==> src/rtl/tt_seq_pkg.sv <==
// Shared types and sizes for the truth-table sequencer and its comparator.
package tt_seq_pkg;
  localparam int IDX_W = 2;
  localparam int TT_W  = 4;
  localparam int CNT_W = 4;

  typedef enum logic [1:0] {
    IDLE   = 2'd0,
    SETTLE = 2'd1,
    SAMPLE = 2'd2,
    DONE   = 2'd3
  } state_e;
endpackage

==> src/rtl/tt_seq_cmp.sv <==
// Dual 4-bit table comparator; only instantiated when TT_SEQ_COMPARE_EN is defined.
module tt_seq_cmp
  import tt_seq_pkg::*;
(
  input  logic [TT_W-1:0] tt1,
  input  logic [TT_W-1:0] tt2,
  input  logic [TT_W-1:0] exp1,
  input  logic [TT_W-1:0] exp2,
  output logic            match
);
  assign match = (tt1 == exp1) && (tt2 == exp2);
endmodule

==> src/rtl/tt_sequencer.sv <==
// Sweeps a 2-input function unit through 00,01,10,11 and captures both outputs
// as 4-bit truth tables. Optional table compare under macro TT_SEQ_COMPARE_EN.
//
// state  | meaning
// IDLE   | waiting for start; tables hold last sweep
// SETTLE | x_o/y_o driven, counting down SETTLE_CYCLES
// SAMPLE | capture s1_i/s2_i into tt1/tt2 at idx
// DONE   | one-cycle completion pulse, idx returns to 0
module tt_sequencer
  import tt_seq_pkg::*;
#(
  parameter int SETTLE_CYCLES = 1
) (
  input  logic            clk,
  input  logic            reset,
  input  logic            start,
  output logic            x_o,
  output logic            y_o,
  input  logic            s1_i,
  input  logic            s2_i,
  output logic            busy,
  output logic            done,
  output logic [TT_W-1:0] tt1,
  output logic [TT_W-1:0] tt2,
  input  logic [TT_W-1:0] exp1,
  input  logic [TT_W-1:0] exp2,
  output logic            match
);
  localparam logic [CNT_W-1:0] SETTLE_LD = CNT_W'(SETTLE_CYCLES);
  localparam logic [IDX_W-1:0] IDX_LAST  = IDX_W'(TT_W - 1);

  state_e            state_q, state_d;
  logic [IDX_W-1:0]  idx_q, idx_d;
  logic [CNT_W-1:0]  cnt_q, cnt_d;
  logic [TT_W-1:0]   tt1_q, tt1_d;
  logic [TT_W-1:0]   tt2_q, tt2_d;

  always_comb begin
    state_d = state_q;
    idx_d   = idx_q;
    cnt_d   = cnt_q;
    tt1_d   = tt1_q;
    tt2_d   = tt2_q;
    case (state_q)
      IDLE: begin
        if (start) begin
          tt1_d   = '0;
          tt2_d   = '0;
          idx_d   = '0;
          cnt_d   = SETTLE_LD;
          state_d = SETTLE;
        end
      end
      SETTLE: begin
        // terminal count at 1 gives exactly SETTLE_CYCLES cycles in this state
        if (cnt_q <= CNT_W'(1)) begin
          cnt_d   = '0;
          state_d = SAMPLE;
        end else begin
          cnt_d = cnt_q - 1'b1;
        end
      end
      SAMPLE: begin
        tt1_d[idx_q] = s1_i;
        tt2_d[idx_q] = s2_i;
        if (idx_q == IDX_LAST) begin
          state_d = DONE;
        end else begin
          idx_d   = idx_q + 1'b1;
          cnt_d   = SETTLE_LD;
          state_d = SETTLE;
        end
      end
      DONE: begin
        idx_d   = '0;
        state_d = IDLE;
      end
      default: state_d = IDLE;
    endcase
  end

  always_ff @(posedge clk) begin
    if (reset) begin
      state_q <= IDLE;
      idx_q   <= '0;
      cnt_q   <= '0;
      tt1_q   <= '0;
      tt2_q   <= '0;
    end else begin
      state_q <= state_d;
      idx_q   <= idx_d;
      cnt_q   <= cnt_d;
      tt1_q   <= tt1_d;
      tt2_q   <= tt2_d;
    end
  end

  assign x_o  = idx_q[1];
  assign y_o  = idx_q[0];
  assign busy = (state_q != IDLE);
  assign done = (state_q == DONE);
  assign tt1  = tt1_q;
  assign tt2  = tt2_q;

`ifdef TT_SEQ_COMPARE_EN
  logic cmp_match;
  logic match_q, match_d;

  tt_seq_cmp u_cmp (
    .tt1   (tt1_q),
    .tt2   (tt2_q),
    .exp1  (exp1),
    .exp2  (exp2),
    .match (cmp_match)
  );

  // tables are complete by DONE, so the result latches there and holds
  always_comb begin
    match_d = match_q;
    if (state_q == IDLE && start) match_d = 1'b0;
    else if (state_q == DONE)     match_d = cmp_match;
  end

  always_ff @(posedge clk) begin
    if (reset) match_q <= 1'b0;
    else       match_q <= match_d;
  end

  assign match = match_q;
`else
  logic unused_exp;
  assign unused_exp = ^{exp1, exp2};
  assign match      = 1'b0;
`endif
endmodule

==> config.mk <==
export PLATFORM = sky130hd
export DESIGN_NAME = tt_sequencer
export DESIGN_NICKNAME = d
export VERILOG_FILES = /design/src/rtl/tt_seq_pkg.sv /design/src/rtl/tt_seq_cmp.sv /design/src/rtl/tt_sequencer.sv
export SDC_FILE = /design/constraint.sdc
export NUM_CORES = 1
export LEC_CHECK = 0
export ABC_AREA = 1
export CAP_MARGIN = 20
export CORE_UTILIZATION = 40
export CTS_BUF_LIST = sky130_fd_sc_hd__clkbuf_16
export CTS_CLUSTER_DIAMETER = 40
export DETAILED_ROUTE_END_ITERATION = 6
export HOLD_SLACK_MARGIN = 0.02
export MAX_ROUTING_LAYER = met4
export PLACE_DENSITY = 0.75
export SETUP_SLACK_MARGIN = 0.1
export SYNTH_ARGS = -nofsm -noshare
export SYNTH_HDL_FRONTEND = slang
export SYNTH_SLANG_ARGS = --single-unit
==> constraint.sdc <==
create_clock -name clk -period 1.1 [get_ports clk]
set_input_delay 0.275 -clock clk [delete_from_list [all_inputs] [get_ports clk]]
set_output_delay 0.275 -clock clk [all_outputs]
set_load 0.03 [all_outputs]
### After elaboration in Yosys (flattened, before gate mapping)

Cells that the tools add are included.

| cells by class | value |
|---|---|
| $add $sub $neg | 2 |
| $mul | 0 |
| div/mod/pow operators | 0 |
| $lt $le $gt $ge | 3 |
| eq/ne operators | 7 |
| shift operators | 0 |
| multiplexer cells | 18 |
| bitwise operators | 0 |
| reductions and logical operators | 10 |

Operators with widths:

| kind | number |
|---|---|
| 4-bit two-way mux | 4 |
| 4-bit case mux with 2 select lines | 2 |
| 4-bit case mux with 3 select lines | 1 |
| 2-bit two-way mux | 5 |
| 4-bit bitwise mux | 2 |
| 2-bit case mux with 4 select lines | 1 |
| 2-bit == test (second input constant) | 3 |
| 2-bit != test (second input constant) | 3 |
| 2-bit case mux with 3 select lines | 1 |
| 3-bit AND reduction | 2 |
| 3-bit nonzero test | 2 |
| 4-bit by 1-bit less-or-equal comparator with 1-bit output (second input constant) | 1 |
| 2-bit AND reduction | 2 |
| 2-bit nonzero test | 2 |
| 4-bit by 1-bit subtractor with 4-bit output (second input constant) | 1 |
| 2-bit by 3-bit < comparator with 1-bit output (second input constant) | 1 |
| 2-bit by 1-bit adder with 2-bit output (second input constant) | 1 |
| 1-bit demux with 2-bit select | 1 |
| 2-bit by 1-bit == test with 1-bit output (second input constant) | 1 |
| 2-bit by 1-bit >= comparator with 1-bit output (second input constant) | 1 |
| 2-bit zero test | 1 |
| 1-bit logical AND | 1 |
| 1-bit two-way mux | 1 |

| storage, ports and cells | value |
|---|---|
| register bits after elaboration | 16 |
| bits in latches | 0 |
| memory bits (writable) | 0 |
| bits in read-only memories | 0 |
| input port bits | 13 |
| output and inout port bits | 13 |
| logic and storage cells | 45 |
| memories kept | 0 |

### Depth between registers and ports, before layout

| logic depth | value |
|---|---|
| depth in word-level cells | 6 |
| depth in mapped cells | 7 |
| depth with buffers taken out | 7 |

### Least setup slack after synthesis

OpenSTA, ideal clock, no wires.

| path | value |
|---|---|
| path kind | reg-to-reg |
| from | register idx_q[1] |
| to | register idx_q[1] |
| setup time | 113 ps |
| data arrival time | 1260 ps |
| required time | 987 ps |
| path slack | -273 ps |
| stages on the path, launching flop included | 6 |
| path buffers | 0 |
| period minus slack after synthesis | 1373 ps |
| cell sequence | dfxtp_1 > inv_1 > ha_1 > and3_1 > o21ai_1 > nor2_1 |

| between the ends | value |
|---|---|
| word-level cells in the longest chain between the ends | 3 |
| elaborated cells between the ends (all ways) | 6 |
| those cells by class | 1 x add/sub; 2 x eq/ne; 2 x mux; 1 x reduce/logical |

RTL lines:

| element | line | RTL |
|---|---|---|
| start: declaration | tt_sequencer.sv:33 | `logic [IDX_W-1:0] idx_q, idx_d;` |
| start signal: assignment | tt_sequencer.sv:91 | `idx_q <= idx_d;` |
| 2-bit by 1-bit adder with 2-bit output or 2-bit == test (tied branches) | tt_sequencer.sv:69, tt_sequencer.sv:66 |  |
| 2-bit two-way mux or 2-bit != test (tied branches) | n/a |  |
| 2-bit case mux with 3 select lines or 3-bit AND reduction (tied branches) | n/a |  |

Several ways; a longest one is shown, not always the timed one. The select of a mux whose other input is x is not followed.
A chain may end at the register's enable or synchronous reset.

### Worst setup path after layout

| path | value |
|---|---|
| from | register state_q[1] |
| to | register tt2_q[2] (netlist: tt2[2]) |

| between the ends | value |
|---|---|
| word-level cells in the longest chain between the ends | 3 |
| elaborated cells between the ends (all ways) | 6 |
| those cells by class | 2 x eq/ne; 1 x mux; 3 x reduce/logical |

RTL lines:

| element | line | RTL |
|---|---|---|
| start: declaration | tt_sequencer.sv:32 | `state_e state_q, state_d;` |
| start signal: assignment | tt_sequencer.sv:90 | `state_q <= state_d;` |
| 2-bit == test or 2-bit zero test (tied branches) | tt_sequencer.sv:44 | `case (state_q)` |
| 2-bit nonzero test (no line) or 2-bit != test (tied branches) | n/a |  |
| 2-bit AND reduction (no line) | n/a |  |
| end signal: assignment | tt_sequencer.sv:94 | `tt2_q <= tt2_d;` |
| end: declaration | tt_sequencer.sv:36 | `logic [TT_W-1:0] tt2_q, tt2_d;` |

Several ways; a longest one is shown, not always the timed one.

==> results.yml <==
cts:
  htreeDepth: 1
  cts_tree: "built"
  cts_sinks: 16
  path_clk_slew_ps: 50
  cts_max_path_buffers: 2
  root_buffer: "clkbuf_16"
  cts_buffers: 3
  clkLatencyLatePin_ps: 240
pwr:
  clkPwrFrac_pct: 31.8
  power.share.combinational_pct: 36.6
  power_density_nw_per_um2: 1548
  netSwitchingFraction_pct: 33.09
  pwr-share-seq_pct: 31.6
  p_int_w: 0.001481
  p_leak_nw: 0.6302
  p_switching_w: 0.0007323
  peakVddDrop_mv: 1.088
die:
  initial_core_util_pct: 42.22
  chipWidth_um: 47.51
  ios: 26
  dieArea_um2: 2257
  core_um2: 1962
  rows: 16
  die_y_um: 47.51
cells_and_area:
  diodes: 0
  area_growth_pct: 72.66
  design_area_um2: 1430
  layout.nets: 167
  drive_gt1_share_pct: 58.50
drt:
  drtIter0Drc: 15
  drc_errors: 0
  vias: 880
  wire_per_inst_um: 13.28
  firstDrtPassIters: 4
  ant_nets: 0
  routed_wl_um: 2311
  via_per_inst: 5.057
sta:
  post-route-period-util_pct: 107.9
  min_period_ps: 1187
  max_freq_mhz: 842.4
  drv_slew: 0
  rsz0062_at_grt: "yes"
  hold_viol: 0
  setup_viol: 19
  setup_ws_ps: -87.15
  fin_skew_ps: 1.088
synthesis:
  synth-seq-cells: 16
  synthDistinctLibCells: 22
  syn-num-nets: 130
  ys_warn_count: 0
  syn_inst: 111
  syn_area_um2: 828.3
  seq_area_frac_synth_pct: 38.67
  syn_area_per_cell_um2: 7.462
min_path:
  hold_path_depth: 2
  hold_end: "tt1[2]"
  min-delay-start: "tt1[2]"
  hold_class: "reg -> reg"
place:
  port_buffers: 16
  placed_cell_area_um2: 1069
  dpl.hpwl_um: 1328
  post-place-ws_ps: -250.0
  gp_congestion: 0.8173
grt:
  busiest_layer: "met2"
  grt_pass1_wl_um: 3270
  grt_usage_pct: 21.42
  grt_overflow: 0
  grt.met3_usage_pct: 3.774
  grtUsageMet2_pct: 39.18
  antenna_found_initial: 0
  grtUsageMet1_pct: 23.80
  grt_max_degree: 12
  grt_pass1_vias: 795
setup_path:
  cp-end-kind: "flop"
  r2r_start: "state_q[1]"
  critPathArrivalTime_ps: 1320
  critPathRequiredTime_ps: 1230
  timing.rr.end: "tt2[2]"
  path_max_fanout: 10
  r2r_cells: 7
  r2r_setup_slack_ps: -90
  cp-start-kind: "flop"
  critPathKind: "reg -> reg"
status:
  violations: "negative setup slack"
  status: "finished, violations left"
run:
  maxCapViolCount: 0
Yosys cell counts:
cell | number | area share (%)
ha_1 | 6 | 9.1
inv_2 | 3 | 1.4
clkbuf_1 | 1 | 0.45
nand3b_1 | 1 | 0.91
conb_1 | 1 | 0.45
a21oi_1 | 13 | 7.9
nor2_2 | 1 | 0.76
and3_1 | 1 | 0.76
nand3_1 | 16 | 9.7
a211oi_1 | 1 | 0.91
nand3_2 | 4 | 4.8
o21ai_1 | 2 | 1.2
xor2_1 | 1 | 1.1
a21oi_2 | 1 | 1.1
nand4_1 | 1 | 0.76
nor2_1 | 4 | 1.8
nand2_2 | 2 | 1.5
inv_1 | 13 | 5.9
buf_2 | 1 | 0.60
dfxtp_1 | 16 | 39
nand2_1 | 21 | 9.5
buf_4 | 1 | 0.91
critical path, stage by stage (launching register included):
cell and delay, ps:
dfxtp_4 380, inv_4 50, buf_6 110, nor2_4 150
buf_6 160, nand2_2 70, nand3_1 80, a21oi_1 70
area by class of cell:
type	count	area (um2)
inverter	16	67.56
multi-input combinational	76	559.3
clock inverter	1	3.754
sequential	16	347.8
timing repair buffer	35	342.8
clock buffer	3	75.07
fill	154	531.8
tap	27	33.78
power by group through the flow:
stage,registers [W],clock network (W),logic (W)
CTS,0.000691,0.000713,0.000730
floorplan,0.000725,0,0.000342
global route,0.000703,0.000744,0.000885
global placement,0.000692,0,0.000551
finish,0.000698,0.000704,0.000811
detailed placement,0.000693,0,0.000569
stage by stage:
stage	hold slack, ps	cells	utilization [%]	power, W	TNS (ps)
3_5_place_dp	471.1	160	54.46	0.001262	-2924
6_report	479.7	174	72.90	0.002213	-1011
5_1_grt	493.4	174	72.90	0.002331	-1876
3_3_place_gp	460.7	160	54.46	0.001243	-2652
2_1_floorplan	344.1	111	-	0.001067	-8.005
4_1_cts	491.6	172	68.11	0.002134	-113.9
how the worst max path moves through the flow:
stage | cells after the start | slack (ps) | to | from
3_3_place_gp | 6 | -250 | idx_q[1] | start
6_report | 7 | -90 | tt2[2] | state_q[1]
3_5_place_dp | 6 | -250 | idx_q[1] | start
5_1_grt | 7 | -150 | cnt_q[3] | state_q[1]
4_1_cts | 3 | -30 | done | state_q[0]
2_1_floorplan | 5 | -8 | idx_q[1] | idx_q[1]
what timing repair did:
action,CTS,global route
hold buffers,0,0
buffers inserted,8,2
endpoints found under the setup margin,28,23
pin swaps,8,9
gates resized for setup,44,21
routing by layer:
metal,up-vias,wire length [um]
met5,-,0
met4,0,23
met3,4,77
met2,30,1188
met1,416,1022
li1,430,-
registers in the layout, indices dropped and copies added (netlist names):
signal and flops:
state_q 2, idx_q 2, cnt_q 4, tt1 4
tt2 4
cell usage in the layout, fill, tap and decap left out, types with 2 or more instances in the layout:
cell type	netlist	final
inv_4	0	3
dfxtp_1	16	2
nand2_4	0	4
buf_6	0	19
a21oi_1	13	9
dfxtp_2	0	10
clkdlybuf4s50_1	0	3
nand3_1	16	13
buf_4	1	12
nand2_2	2	7
inv_2	3	8
o21ai_1	2	2
nor2_1	4	4
nand2_1	21	12
ha_1	6	4
nand3_4	0	3
a21oi_2	1	4
inv_1	13	5
clkbuf_16	0	3
dfxtp_4	0	4
nand3_2	4	4
cell families after synthesis:
| group | synth area share [%] |
|---|---|
| AND/OR/NAND/NOR | 30.52 |
| other | 0.4527 |
| XOR/XNOR | 1.058 |
| flip-flops | 38.67 |
| AO/OA/AOI/OAI | 11.03 |
| adder cells (fa/ha/maj) | 9.063 |
| buffers and inverters | 9.214 |
(Power assumes the default switching activity.)
